**config.mk**
```make
export PLATFORM = sky130hd
export DESIGN_NAME = alu_share_arbiter_flat
export DESIGN_NICKNAME = d
export VERILOG_FILES = /design/src/rtl/alu_share_arbiter_if.sv /design/src/rtl/alu_share_arbiter.sv /design/src/flat_wrapper.sv
export SDC_FILE = /design/constraint.sdc
export NUM_CORES = 1
export LEC_CHECK = 0
export ABC_CLOCK_PERIOD_IN_PS = 3550
export BUFFER_PORTS_ARGS = -buffer_cell sky130_fd_sc_hd__buf_4
export CORE_MARGIN = 3
export CORE_UTILIZATION = 43
export CTS_BUF_LIST = sky130_fd_sc_hd__clkbuf_8
export DETAILED_ROUTE_END_ITERATION = 8
export PLACE_DENSITY = 0.76
export SLEW_MARGIN = 40
export SYNTH_ARGS = -nofsm -noshare
export SYNTH_HDL_FRONTEND = slang
export SYNTH_SLANG_ARGS = --single-unit
```
**constraint.sdc**
```tcl
create_clock -name clk -period 3.55 [get_ports clk]
set_input_delay 0.71 -clock clk [delete_from_list [all_inputs] [get_ports clk]]
set_output_delay 0.71 -clock clk [all_outputs]
set_load 0.01 [all_outputs]
```
**src/rtl/alu_share_arbiter_if.sv**
```systemverilog
// Requester-side bus of alu_share_arbiter.
//   master : requester side (drives reqN_* operands/valid and rspN_ready)
//   slave  : arbiter side (drives reqN_ready, rspN_valid, rsp_out/zero/err)
// rsp_out, rsp_zero and rsp_err are shared; rspN_valid tells who owns them.
interface alu_share_arbiter_if #(
  parameter int WIDTH  = 32,
  parameter int CTRL_W = 5
);
  logic              req0_valid, req1_valid;
  logic              req0_ready, req1_ready;
  logic [WIDTH-1:0]  req0_in1, req0_in2, req1_in1, req1_in2;
  logic [CTRL_W-1:0] req0_ctrl, req1_ctrl;
  logic              req0_sign, req1_sign;
  logic              rsp0_valid, rsp1_valid;
  logic              rsp0_ready, rsp1_ready;
  logic [WIDTH-1:0]  rsp_out;
  logic              rsp_zero;
  logic              rsp_err;

  modport master (
    output req0_valid, req1_valid, req0_in1, req0_in2, req1_in1, req1_in2,
           req0_ctrl, req1_ctrl, req0_sign, req1_sign, rsp0_ready, rsp1_ready,
    input  req0_ready, req1_ready, rsp0_valid, rsp1_valid, rsp_out, rsp_zero, rsp_err
  );

  modport slave (
    input  req0_valid, req1_valid, req0_in1, req0_in2, req1_in1, req1_in2,
           req0_ctrl, req1_ctrl, req0_sign, req1_sign, rsp0_ready, rsp1_ready,
    output req0_ready, req1_ready, rsp0_valid, rsp1_valid, rsp_out, rsp_zero, rsp_err
  );
endinterface

```
**src/rtl/alu_share_arbiter.sv**
```systemverilog
// Round-robin arbiter/sequencer sharing one combinational ALU between two
// requesters. One operation in flight: IDLE (arbitrate/accept) -> EXEC (ALU
// driven from operand registers, result captured) -> RESP (result held until
// the granted requester takes it).
// Ports:
//   clk, reset       : clock, synchronous active-high reset
//   bus (slave)      : request/response handshakes of both requesters
//   alu_in1/in2/ctrl/sign : registered operands to the ALU
//   alu_out, alu_zero     : ALU result inputs
//   busy             : FSM is not in IDLE
module alu_share_arbiter #(
  parameter int WIDTH  = 32,
  parameter int CTRL_W = 5,
  parameter int MAX_OP = 10
) (
  input  logic              clk,
  input  logic              reset,
  alu_share_arbiter_if.slave bus,
  output logic [WIDTH-1:0]  alu_in1,
  output logic [WIDTH-1:0]  alu_in2,
  output logic [CTRL_W-1:0] alu_ctrl,
  output logic              alu_sign,
  input  logic [WIDTH-1:0]  alu_out,
  input  logic              alu_zero,
  output logic              busy
);

  localparam logic [1:0] IDLE = 2'd0;
  localparam logic [1:0] EXEC = 2'd1;
  localparam logic [1:0] RESP = 2'd2;

  localparam logic [CTRL_W-1:0] MAX_CODE = CTRL_W'(MAX_OP);

  logic [1:0]        state;
  logic              last_grant;
  logic              grant;
  logic              winner;
  logic              ready0, ready1;
  logic              rsp_done;
  logic              op_err;
  logic [WIDTH-1:0]  op_in1, op_in2;
  logic [CTRL_W-1:0] op_ctrl;
  logic              op_sign;
  logic [WIDTH-1:0]  rsp_out_q;
  logic              rsp_zero_q;
  logic              rsp_err_q;

  // Single valid requester wins outright; on a tie the one not served last wins.
  always_comb begin
    winner = 1'b0;
    if (bus.req0_valid && bus.req1_valid)
      winner = ~last_grant;
    else if (bus.req1_valid)
      winner = 1'b1;
  end

  assign ready0   = (state == IDLE) && bus.req0_valid && !winner;
  assign ready1   = (state == IDLE) && bus.req1_valid &&  winner;
  assign rsp_done = (state == RESP) && (grant ? bus.rsp1_ready : bus.rsp0_ready);
  assign op_err   = (op_ctrl > MAX_CODE);

  always_ff @(posedge clk) begin
    if (reset) begin
      state      <= IDLE;
      last_grant <= 1'b1;
      grant      <= 1'b0;
      op_in1     <= '0;
      op_in2     <= '0;
      op_ctrl    <= '0;
      op_sign    <= 1'b0;
      rsp_out_q  <= '0;
      rsp_zero_q <= 1'b0;
      rsp_err_q  <= 1'b0;
    end else begin
      case (state)
        IDLE: begin
          if (ready0 || ready1) begin
            op_in1  <= winner ? bus.req1_in1  : bus.req0_in1;
            op_in2  <= winner ? bus.req1_in2  : bus.req0_in2;
            op_ctrl <= winner ? bus.req1_ctrl : bus.req0_ctrl;
            op_sign <= winner ? bus.req1_sign : bus.req0_sign;
            grant   <= winner;
            state   <= EXEC;
          end
        end
        EXEC: begin
          // ALU output is undefined for illegal codes, so report a clean zero.
          rsp_err_q  <= op_err;
          rsp_out_q  <= op_err ? '0   : alu_out;
          rsp_zero_q <= op_err ? 1'b1 : alu_zero;
          state      <= RESP;
        end
        RESP: begin
          if (rsp_done) begin
            last_grant <= grant;
            state      <= IDLE;
          end
        end
        default: state <= IDLE;
      endcase
    end
  end

  // Operand registers only change on accept, so they hold outside EXEC.
  assign alu_in1  = op_in1;
  assign alu_in2  = op_in2;
  assign alu_ctrl = op_ctrl;
  assign alu_sign = op_sign;

  assign bus.req0_ready = ready0;
  assign bus.req1_ready = ready1;
  assign bus.rsp0_valid = (state == RESP) && !grant;
  assign bus.rsp1_valid = (state == RESP) &&  grant;
  assign bus.rsp_out    = rsp_out_q;
  assign bus.rsp_zero   = rsp_zero_q;
  assign bus.rsp_err    = rsp_err_q;
  assign busy           = (state != IDLE);

endmodule

```
**src/flat_wrapper.sv**
```systemverilog
// flat-port wrapper written by rule: the top's interface ports become plain ports
module alu_share_arbiter_flat 
#(
  parameter int WIDTH  = 32,
  parameter int CTRL_W = 5,
  parameter int MAX_OP = 10
)
  (clk, reset, alu_in1, alu_in2, alu_ctrl, alu_sign, alu_out, alu_zero, busy, bus_req0_valid, bus_req1_valid, bus_req0_in1, bus_req0_in2, bus_req1_in1, bus_req1_in2, bus_req0_ctrl, bus_req1_ctrl, bus_req0_sign, bus_req1_sign, bus_rsp0_ready, bus_rsp1_ready, bus_req0_ready, bus_req1_ready, bus_rsp0_valid, bus_rsp1_valid, bus_rsp_out, bus_rsp_zero, bus_rsp_err);
  alu_share_arbiter_if #(.WIDTH(WIDTH), .CTRL_W(CTRL_W)) bus_i ();
  input  logic clk;
  input  logic reset;
  output logic [WIDTH-1:0] alu_in1;
  output logic [WIDTH-1:0] alu_in2;
  output logic [CTRL_W-1:0] alu_ctrl;
  output logic alu_sign;
  input  logic [WIDTH-1:0] alu_out;
  input  logic alu_zero;
  output logic busy;
  input wire logic [$bits(bus_i.req0_valid)-1:0] bus_req0_valid;
  input wire logic [$bits(bus_i.req1_valid)-1:0] bus_req1_valid;
  input wire logic [$bits(bus_i.req0_in1)-1:0] bus_req0_in1;
  input wire logic [$bits(bus_i.req0_in2)-1:0] bus_req0_in2;
  input wire logic [$bits(bus_i.req1_in1)-1:0] bus_req1_in1;
  input wire logic [$bits(bus_i.req1_in2)-1:0] bus_req1_in2;
  input wire logic [$bits(bus_i.req0_ctrl)-1:0] bus_req0_ctrl;
  input wire logic [$bits(bus_i.req1_ctrl)-1:0] bus_req1_ctrl;
  input wire logic [$bits(bus_i.req0_sign)-1:0] bus_req0_sign;
  input wire logic [$bits(bus_i.req1_sign)-1:0] bus_req1_sign;
  input wire logic [$bits(bus_i.rsp0_ready)-1:0] bus_rsp0_ready;
  input wire logic [$bits(bus_i.rsp1_ready)-1:0] bus_rsp1_ready;
  output wire logic [$bits(bus_i.req0_ready)-1:0] bus_req0_ready;
  output wire logic [$bits(bus_i.req1_ready)-1:0] bus_req1_ready;
  output wire logic [$bits(bus_i.rsp0_valid)-1:0] bus_rsp0_valid;
  output wire logic [$bits(bus_i.rsp1_valid)-1:0] bus_rsp1_valid;
  output wire logic [$bits(bus_i.rsp_out)-1:0] bus_rsp_out;
  output wire logic [$bits(bus_i.rsp_zero)-1:0] bus_rsp_zero;
  output wire logic [$bits(bus_i.rsp_err)-1:0] bus_rsp_err;
  assign bus_i.req0_valid = bus_req0_valid;
  assign bus_i.req1_valid = bus_req1_valid;
  assign bus_i.req0_in1 = bus_req0_in1;
  assign bus_i.req0_in2 = bus_req0_in2;
  assign bus_i.req1_in1 = bus_req1_in1;
  assign bus_i.req1_in2 = bus_req1_in2;
  assign bus_i.req0_ctrl = bus_req0_ctrl;
  assign bus_i.req1_ctrl = bus_req1_ctrl;
  assign bus_i.req0_sign = bus_req0_sign;
  assign bus_i.req1_sign = bus_req1_sign;
  assign bus_i.rsp0_ready = bus_rsp0_ready;
  assign bus_i.rsp1_ready = bus_rsp1_ready;
  assign bus_req0_ready = bus_i.req0_ready;
  assign bus_req1_ready = bus_i.req1_ready;
  assign bus_rsp0_valid = bus_i.rsp0_valid;
  assign bus_rsp1_valid = bus_i.rsp1_valid;
  assign bus_rsp_out = bus_i.rsp_out;
  assign bus_rsp_zero = bus_i.rsp_zero;
  assign bus_rsp_err = bus_i.rsp_err;
  alu_share_arbiter #(.WIDTH(WIDTH), .CTRL_W(CTRL_W), .MAX_OP(MAX_OP)) u_core (.clk(clk), .reset(reset), .bus(bus_i), .alu_in1(alu_in1), .alu_in2(alu_in2), .alu_ctrl(alu_ctrl), .alu_sign(alu_sign), .alu_out(alu_out), .alu_zero(alu_zero), .busy(busy));
endmodule
```
Word-level counts from Yosys, hierarchy flattened
Index checks and enable logic that the tools add are counted.
- register bits after elaboration: 108
- bits of input ports: 179
- output and inout bits: 109
- word-level logic and storage cells: 44
- magnitude comparators: 1
- eq/ne operators: 4
- multiplexer cells: 12
- bitwise operators: 1
- reductions and logical operators: 16
- operators by type and width (cell ; number):
    32-bit two-way mux ; 3
    1-bit logical AND ; 8
    2-bit one-hot mux with 3 select lines ; 1
    2-bit AND reduction ; 3
    5-bit by 4-bit greater-than comparator with 1-bit output, second input constant ; 1
    1-bit two-way mux ; 5
    5-bit two-way mux ; 1
    2-bit two-way mux ; 2
    2-bit by 1-bit == test with 1-bit output, second input constant ; 1
    2-bit == test, second input constant ; 1
    1-bit logical NOT ; 2
    2-bit logical NOT ; 1
    2-bit by 1-bit inequality test with 1-bit output, second input constant ; 1
    2-bit inequality test, second input constant ; 1
    2-bit nonzero test ; 1
    1-bit logical OR ; 1
    1-bit NOT ; 1

Logic depth before layout (Yosys ltp)
Gate-level depths: netlist (run 1).
- depth in word-level cells: 7
- gate-level depth with buffers: 6
- mapped depth without buffers: 4

Least setup slack after synthesis (run 1)
OpenSTA, ideal clock, no wires.
- path type: input to output
- from: input bus_req1_valid
- to: output bus_req0_ready
- arrival: 1.409 ns
- required time: 2.840 ns
- slack: 1.431 ns
- cell stages on the path: 4
- buffers on the path: 2
- cell sequence: a21bo_2 > buf_2 > buf_2 > and3_1
- longest elaborated chain between the ends: 4
- elaborated cells between the ends (all ways): 5
- classes of those cells: mux (2); reduce/logical (3)
- RTL lines (element ; RTL line ; text):
    start, declared ; flat_wrapper.sv:20 ; input wire logic [$bits(bus_i.req1_valid)-1:0] bus_req1_valid;
    1-bit two-way mux / 1-bit logical AND (equally long branches) ; alu_share_arbiter.sv:53, alu_share_arbiter.sv:51 ;
    1-bit two-way mux * ; alu_share_arbiter.sv:51 ; if (bus.req0_valid && bus.req1_valid)
    1-bit logical NOT * ; alu_share_arbiter.sv:57 ; assign ready0 = (state == IDLE) && bus.req0_valid && !winner;
    1-bit logical AND * ; alu_share_arbiter.sv:57 ;
    end, declared ; flat_wrapper.sv:31 ; output wire logic [$bits(bus_i.req0_ready)-1:0] bus_req0_ready;
Every way passes the cells marked *; elsewhere a longest branch is shown, timed or not.

Worst setup path after layout (run 1)
- from: register u_core.state[1]
- to: output bus_req1_ready
- longest elaborated chain between the ends: 3
- RTL lines (element ; RTL line ; text):
    start, declared ; alu_share_arbiter.sv:34 ; logic [1:0] state;
    start signal, assigned ; alu_share_arbiter.sv:64 ; state <= IDLE;
    start signal, assigned ; alu_share_arbiter.sv:83 ; state <= EXEC;
    start signal, assigned ; alu_share_arbiter.sv:91 ; state <= RESP;
    2-bit logical NOT ; alu_share_arbiter.sv:58 ; assign ready1 = (state == IDLE) && bus.req1_valid && winner;
    1-bit logical AND (2 in series) ; alu_share_arbiter.sv:58 ;
    end, declared ; flat_wrapper.sv:32 ; output wire logic [$bits(bus_i.req1_ready)-1:0] bus_req1_ready;
Every way passes these cells.

==> results.cfg, run 1 <==
[status]
outcome = completed

[setup_path]
reg2reg_slack_ns = 1.27
startpoint_type = flip-flop
max_stage_delay_ns = 0.42
cp-startpoint = u_core.state[1]$_SDFFE_PP0P_
cp-end-kind = primary output
criticalPathCategory = flip-flop to primary output
endpoint = bus_req1_ready
cp_max_fo = 43
reg2reg_to = u_core.alu_in1[0]$_SDFFE_PP0P_
r2r_start = u_core.state[1]$_SDFFE_PP0P_
crit_slowest_cell = buf_4
cp.required_ns = 2.84
critPathArrivalTime_ns = 1.68
reg2reg_depth = 6
path_cells = nor2_4 > buf_4 > nand2_1 > inv_1 > buf_4
crit_path_frequent_cell = buf_4

[route]
drt_first_pass_iters = 5
drc_errors = 0
antenna_left = 0
routedWlPerCell_um = 17.4
drt_iter0_markers = 373
routed_wl_mm = 16.8
vias = 5284
vias_per_cell = 5.48

[clocking]
clk_latency_ns = 0.37
clockBufferDepth = 2
hold_buffers = 0
post_cts_buffers = 0
cts_tree = done
clk_pin_slew_ns = 0.09
numCtsBuffers = 9
post_cts_resized = 0
htreeDepth = 3
cts.sinks = 108
cts-root-buf = clkbuf_8

[logic_synthesis]
ys_types = 26
synth.area.top_cells = dfxtp_1, a311oi_1, nand2_1, a21oi_1, o41ai_1
yosys.area.top_type = dfxtp_1
netlist_area_um2 = 4770
postSynthNetCount = 760
synth_warnings = 0
netlist_instances = 581
ys_ff_latch = 108
syn_avg_cell_area_um2 = 8.21
synth_top_area_share_pct = 45.3
ys_seq_area_share_pct = 45.3

[placement]
hpwlAfterDp_mm = 12.1
placed_cell_area_um2 = 6900
port_buffers = 287
gp_congestion = 0.850

[sta]
slew_headroom_pct = 46.6
skew_ns = 0.0159
finalHoldViolations = 0
tns_ns = 0
tightest_slew_ns = 0.802
rsz0062_at_grt = false
fmax_mhz = 419
period_share_pct = 67.2
post-route-min-period_ns = 2.39
setup_viol = 0
finalMaxSlewViolations = 0

[floorplan]
boundaryPins = 288
die_w_um = 111
core_um2 = 10600
dieHeight_um = 111
dieArea_um2 = 12400
std_cell_rows = 37
start_util_pct = 45.2

[final_layout]
regArea_um2 = 2160
final_nets = 1002
syn_to_final_growth_pct = 48.8
n_fill_cell = 932
mostFrequentLayoutCells = buf_4, nand2_1, dfxtp_1
multi_input_area_um2 = 2210
design_area_um2 = 7100
drive_gt1_share_pct = 38.4
n_antenna_cell = 0
final_common_cell = buf_4

[global_routing]
grt_pass1_wl_mm = 25.5
overflow = 0
antenna_found_initial = 0
grt_max_degree = 122
grt.met3_usage_pct = 8.10
globalRouteMet2Util_pct = 42.3
met1_usage_pct = 29.3
grt_pass1_vias = 5091
track_usage_pct = 25.3
grt_busiest_layer = met2

[power_and_ir_drop]
p_per_area_nw_per_um2 = 425
ir_drop_mv = 0.242
leakagePower_nw = 3.31

[hold_path]
hold_class = flip-flop to flip-flop

[job]
drv_cap = 0
layout make-up:
| type | count | area share, % |
|---|---|---|
| well taps | 136 | 2.40 |
| flip-flops and latches | 108 | 30.5 |
| clock inverters | 5 | 0.599 |
| multi-input cells | 372 | 31.1 |
| clock buffers | 11 | 2.13 |
| inverters | 38 | 2.01 |
| repair buffers | 294 | 31.3 |
through the flow:
step	instances	hold WS, ns	setup slack (ns)	total power [W]	util [%]
finish	964	0.495	1.16	0.00302	67.2
global route	964	0.512	1.07	0.00316	67.2
CTS	964	0.499	1.14	0.00303	67.2
detailed placement	948	0.473	1.30	0.00232	65.4
global placement	948	0.467	1.09	0.00229	65.3
floorplan	581	0.501	1.43	0.00186	-
routing by layer:
metal	wire length, um	part of all wire [%]
met5	0	0
met4	706	4.2
met3	1510	9.0
met2	8120	48
met1	6450	38
report_power, final:
group	internal [W]	leakage, nW	total [W]	switching, W
clock network	0.000302	0.0965	0.000727	0.000425
registers	0.00134	0.892	0.00142	0.0000823
logic	0.000424	2.32	0.000865	0.000440
cells by family after synthesis:
group                  share of synthesized area (%)
and+or+nand+nor                                 17.6
AOI/OAI and AO/OA                               28.0
DFF                                             45.3
buffers and inverters                           9.07
critical path: cells and delay by family, from the launching register on:
kind / cells / cell delay (ns)
flops: 1 / 0.38
buf+inv: 3 / 0.64
simple gates: 2 / 0.29
sequential cells by signal (all words and copies together), names as in the netlist:
name / cells
u_core.alu_in1: 32
u_core.last_grant: 1
u_core.alu_in2: 32
u_core.alu_sign: 1
u_core.grant: 1
u_core.bus.rsp_zero: 1
u_core.state: 2
u_core.bus.rsp_err: 1
u_core.alu_ctrl: 5
u_core.bus.rsp_out: 32
how the worst min path moves through the flow:
stage	startpoint	cells past startpoint	slack, ns	to
2_1_floorplan	u_core.grant$_SDFFE_PP0P_	2	0.50	u_core.grant$_SDFFE_PP0P_
3_3_place_gp	u_core.bus.rsp_out[25]$_SDFFE_PP0N_	2	0.47	u_core.bus.rsp_out[25]$_SDFFE_PP0N_
3_5_place_dp	u_core.bus.rsp_out[21]$_SDFFE_PP0N_	2	0.47	u_core.bus.rsp_out[21]$_SDFFE_PP0N_
4_1_cts	u_core.bus.rsp_out[23]$_SDFFE_PP0N_	2	0.50	u_core.bus.rsp_out[23]$_SDFFE_PP0N_
5_1_grt	u_core.bus.rsp_out[23]$_SDFFE_PP0N_	2	0.51	u_core.bus.rsp_out[23]$_SDFFE_PP0N_
6_report	u_core.bus.rsp_out[23]$_SDFFE_PP0N_	2	0.50	u_core.bus.rsp_out[23]$_SDFFE_PP0N_
cell usage after synthesis, drive strengths merged:
cell type	number
nand2b	2
o2111ai	1
o21a	1
nand2	143
buf	43
inv	38
nand3	1
o31a	1
o41ai	32
clkbuf	20
nor3	1
and3	2
o21ai	2
a311oi	70
or2	1
a21boi	1
a21oi	76
dfxtp	108
nor2	4
nand3b	32
a21bo	1
o211ai	1
Note: power is estimated with default switching activity, not from simulation.
==> run 2, diff against run 1 <==
--- a/config.mk
+++ b/config.mk
@@ -5,7 +5,7 @@
 export SDC_FILE = /design/constraint.sdc
 export NUM_CORES = 1
 export LEC_CHECK = 0
-export ABC_CLOCK_PERIOD_IN_PS = 3550
+export ABC_CLOCK_PERIOD_IN_PS = 2500
 export BUFFER_PORTS_ARGS = -buffer_cell sky130_fd_sc_hd__buf_4
 export CORE_MARGIN = 3
 export CORE_UTILIZATION = 43
==> constraint.sdc (replaced) <==
create_clock -name clk -period 2.5 [get_ports clk]
set_input_delay 0.5 -clock clk [delete_from_list [all_inputs] [get_ports clk]]
set_output_delay 0.5 -clock clk [all_outputs]
set_load 0.01 [all_outputs]
==> results.cfg, run 2 (synthesis gave the netlist of run 1 again) <==
[floorplan]
dieArea_um2 = 12400
boundaryPins = 288
std_cell_rows = 37
die_w_um = 111
core_um2 = 10600
start_util_pct = 45.2
dieHeight_um = 111

[power_and_ir_drop]
ir_drop_mv = 0.325
leakagePower_nw = 3.36
p_per_area_nw_per_um2 = 614

[sta]
fmax_mhz = 423
fin_ws_ns = 0.138
tns_ns = 0
finalHoldViolations = 0
period_share_pct = 94.5
tightest_slew_ns = 0.778
finalMaxSlewViolations = 0
rsz0062_at_grt = false
post-route-min-period_ns = 2.36
setup_viol = 0
skew_ns = 0.0141
slew_headroom_pct = 48.1

[clocking]
cts.sinks = 108
hold_buffers = 0
cts_tree = done
cts-root-buf = clkbuf_8
htreeDepth = 3
clk_pin_slew_ns = 0.10
post_cts_buffers = 0
post_cts_resized = 0
clk_latency_ns = 0.35
numCtsBuffers = 9
clockBufferDepth = 2

[final_layout]
n_antenna_cell = 0
n_fill_cell = 869
syn_to_final_growth_pct = 50.6
regArea_um2 = 2160
drive_gt1_share_pct = 38.7
final_nets = 1008
multi_input_area_um2 = 2200
final_common_cell = buf_4
mostFrequentLayoutCells = buf_4, nand2_1, dfxtp_1

[setup_path]
endpoint = bus_req0_ready
reg2reg_to = u_core.alu_in1[7]$_SDFFE_PP0P_
r2r_start = u_core.state[1]$_SDFFE_PP0P_
reg2reg_slack_ns = 0.77
startpoint_type = flip-flop
cp-end-kind = primary output
criticalPathCategory = flip-flop to primary output
reg2reg_depth = 4
cp_max_fo = 72
critPathArrivalTime_ns = 1.86
cp.required_ns = 2.00
cp-startpoint = u_core.state[1]$_SDFFE_PP0P_

[route]
drt_first_pass_iters = 5
drc_errors = 0
antenna_left = 0
drt_iter0_markers = 586
vias = 5380
routedWlPerCell_um = 17.3
routed_wl_mm = 16.8
vias_per_cell = 5.55

[global_routing]
overflow = 0
antenna_found_initial = 0
grt_pass1_vias = 5048
grt_max_degree = 73
track_usage_pct = 25.0
grt_pass1_wl_mm = 25.7

[status]
outcome = completed

[hold_path]
hold_class = input pin to flip-flop

[placement]
place_ws_ns = 0.527
hpwlAfterDp_mm = 12.2
gp_congestion = 0.837
port_buffers = 287

[job]
drv_cap = 0
## run 2: worst max-delay path, cell delays in order, from the launching register on
cell,delay (ns)
dfxtp_1,0.37
nor2_4,0.13
buf_4,0.61
and3_1,0.27
buf_4,0.12
## run 2: cell type report
| cell class | instances | area share, % |
|---|---|---|
| repair buffers | 300 | 31.9 |
| multi-input cells | 372 | 30.6 |
| flip-flops and latches | 108 | 30.1 |
| well taps | 136 | 2.37 |
| clock buffers | 12 | 2.30 |
| inverters | 38 | 1.99 |
| clock inverters | 4 | 0.766 |
## run 2: worst min-delay path by stage
stage / to / start / cells after the start / slack, ns
6_report: u_core.bus.rsp_zero$_SDFFE_PP0N_ / alu_zero / 2 / 0.39
5_1_grt: u_core.bus.rsp_zero$_SDFFE_PP0N_ / alu_zero / 2 / 0.37
4_1_cts: u_core.bus.rsp_zero$_SDFFE_PP0N_ / alu_zero / 2 / 0.37
3_5_place_dp: u_core.bus.rsp_out[13]$_SDFFE_PP0N_ / u_core.bus.rsp_out[13]$_SDFFE_PP0N_ / 2 / 0.48
3_3_place_gp: u_core.bus.rsp_out[6]$_SDFFE_PP0N_ / u_core.bus.rsp_out[6]$_SDFFE_PP0N_ / 2 / 0.47
2_1_floorplan: u_core.grant$_SDFFE_PP0P_ / u_core.grant$_SDFFE_PP0P_ / 2 / 0.50
## run 2: where the power goes
part	leakage (nW)	internal [W]	switching (W)	total [W]
Sequential	0.892	0.00191	0.000113	0.00202
Clock	0.109	0.000552	0.000589	0.00114
Combinational	2.36	0.000618	0.000630	0.00125
## run 2: per-layer routing
layer	global-route usage (%)	routed length, um	vias to the layer above
met5	0	0	-
met4	8.43	429	0
met3	8.32	1710	30
met2	43.4	8430	255
met1	28.9	6230	2509
li1	-	-	2586
## run 2: through the flow
stage / utilization [%] / total power (W) / hold slack, ns / area, um^2 / cells
2_1_floorplan: - / 0.00264 / 0.501 / 4770 / 581
3_3_place_gp: 65.7 / 0.00326 / 0.468 / 6930 / 952
3_5_place_dp: 66.0 / 0.00331 / 0.479 / 6960 / 954
4_1_cts: 68.1 / 0.00444 / 0.373 / 7180 / 970
5_1_grt: 68.1 / 0.00462 / 0.374 / 7180 / 970
6_report: 68.1 / 0.00441 / 0.392 / 7180 / 970
==> run 3, diff against run 2 <==
--- a/config.mk
+++ b/config.mk
@@ -7,11 +7,13 @@
 export LEC_CHECK = 0
 export ABC_CLOCK_PERIOD_IN_PS = 2500
 export BUFFER_PORTS_ARGS = -buffer_cell sky130_fd_sc_hd__buf_4
+export CELL_PAD_IN_SITES_DETAIL_PLACEMENT = 2
+export CELL_PAD_IN_SITES_GLOBAL_PLACEMENT = 2
 export CORE_MARGIN = 3
-export CORE_UTILIZATION = 43
+export CORE_UTILIZATION = 23
 export CTS_BUF_LIST = sky130_fd_sc_hd__clkbuf_8
 export DETAILED_ROUTE_END_ITERATION = 8
-export PLACE_DENSITY = 0.76
+export PLACE_DENSITY = 0.77
 export SLEW_MARGIN = 40
 export SYNTH_ARGS = -nofsm -noshare
 export SYNTH_HDL_FRONTEND = slang
==> results.cfg, run 3 (synthesis gave the netlist of run 1 again) <==
[setup_path]
cp_max_fo = 72
startpoint_type = flip-flop
crit_slowest_cell = buf_6
reg2reg_depth = 4
cp.required_ns = 2.00
worst-path-stages = 4
reg2reg_to = u_core.alu_sign$_SDFFE_PP0P_
crit_family = buffers and inverters
cp-startpoint = u_core.state[1]$_SDFFE_PP0P_
r2r_start = u_core.last_grant$_SDFFE_PP1P_
endpoint = bus_req0_ready
reg2reg_slack_ns = 0.84
crit_buf_inv = 2
cp-end-kind = primary output
max_stage_delay_ns = 0.47
critPathArrivalTime_ns = 1.76
path_cells = nor2_4 > buf_6 > and3_1 > buf_4
criticalPathCategory = flip-flop to primary output

[sta]
tns_ns = 0
fmax_mhz = 443
period_share_pct = 90.3
finalHoldViolations = 0
slew_headroom_pct = 46.8
hold_ws_ns = 0.344
rsz0062_at_grt = false
tightest_slew_ns = 0.797
skew_ns = 0.0139
finalMaxSlewViolations = 0
post-route-min-period_ns = 2.26
setup_viol = 0

[route]
drt_iter0_markers = 221
antenna_left = 0
vias_per_cell = 4.86
drt_first_pass_iters = 4
vias = 5365
drc_errors = 0
routed_wl_mm = 20.9
routedWlPerCell_um = 18.9

[floorplan]
dieHeight_um = 150
start_util_pct = 23.5
boundaryPins = 288
core_um2 = 20300
dieArea_um2 = 22500
die_w_um = 150
std_cell_rows = 52

[final_layout]
final_core_util_pct = 36.3
design_area_um2 = 7370
final_common_cell = buf_4
n_fill_cell = 2370
final_nets = 1009
n_antenna_cell = 0
mostFrequentLayoutCells = buf_4, nand2_1, dfxtp_1
syn_to_final_growth_pct = 54.4
drive_gt1_share_pct = 38.8

[global_routing]
track_usage_pct = 17.7
antenna_found_initial = 0
grt_max_degree = 74
grt_pass1_wl_mm = 31.4
overflow = 0
grt_pass1_vias = 5657

[clocking]
clk_latency_ns = 0.37
clockBufferDepth = 2
clk_pin_slew_ns = 0.11
cts-root-buf = clkbuf_8
htreeDepth = 3
numCtsBuffers = 9
hold_buffers = 0
post_cts_buffers = 0
cts_tree = done
post_cts_resized = 1
cts.sinks = 108

[job]
drv_cap = 0

[power_and_ir_drop]
ir_drop_mv = 0.228
leakagePower_nw = 3.37
p_per_area_nw_per_um2 = 608

[placement]
placed_cell_area_um2 = 7150
gp_congestion = 0.733
hpwlAfterDp_mm = 15.1
port_buffers = 287

[status]
outcome = completed

[hold_path]
hold_class = input pin to flip-flop
==> run 3: cell type report <==
cell class / instances / area [um^2] / area share (%)
Sequential cell: 108 / 2160 / 29.4
Inverter: 38 / 143 / 1.94
Tap cell: 270 / 338 / 4.59
Timing Repair Buffer: 301 / 2320 / 31.4
Clock buffer: 11 / 151 / 2.06
Multi-Input combinational cell: 372 / 2200 / 29.8
Clock inverter: 5 / 60.1 / 0.815
==> run 3: metal layers <==
metal | wire length, um | vias up | track usage, % | share of wire [%]
li1 | - | 2582 | - | -
met1 | 8420 | 2573 | 20.9 | 40
met2 | 10400 | 188 | 30.7 | 50
met3 | 1670 | 22 | 5.60 | 8.0
met4 | 409 | 0 | 5.54 | 2.0
met5 | 0 | - | 0 | 0
==> run 3: per-stage QoR <==
stage | power (W) | worst slack [ns] | instances
floorplan | 0.00264 | 0.801 | 581
global placement | 0.00334 | 0.410 | 1087
detailed placement | 0.00338 | 0.433 | 1089
CTS | 0.00458 | 0.162 | 1105
global route | 0.00478 | 0.0728 | 1105
finish | 0.00448 | 0.242 | 1105
==> run 3: how the worst min path moves through the flow <==
stage	startpoint	end	slack, ns	cells after the start
4_1_cts	alu_zero	u_core.bus.rsp_zero$_SDFFE_PP0N_	0.31	2
3_3_place_gp	u_core.bus.rsp_out[30]$_SDFFE_PP0N_	u_core.bus.rsp_out[30]$_SDFFE_PP0N_	0.47	2
2_1_floorplan	u_core.grant$_SDFFE_PP0P_	u_core.grant$_SDFFE_PP0P_	0.50	2
6_report	alu_zero	u_core.bus.rsp_zero$_SDFFE_PP0N_	0.34	2
5_1_grt	alu_zero	u_core.bus.rsp_zero$_SDFFE_PP0N_	0.32	2
3_5_place_dp	u_core.bus.rsp_out[13]$_SDFFE_PP0N_	u_core.bus.rsp_out[13]$_SDFFE_PP0N_	0.48	2
==> run 3: power by group <==
part	leakage, nW	internal [W]	total (W)	switching, W
clock network	0.106	0.000521	0.00116	0.000639
logic	2.37	0.000627	0.00130	0.000670
registers	0.892	0.00191	0.00202	0.000113
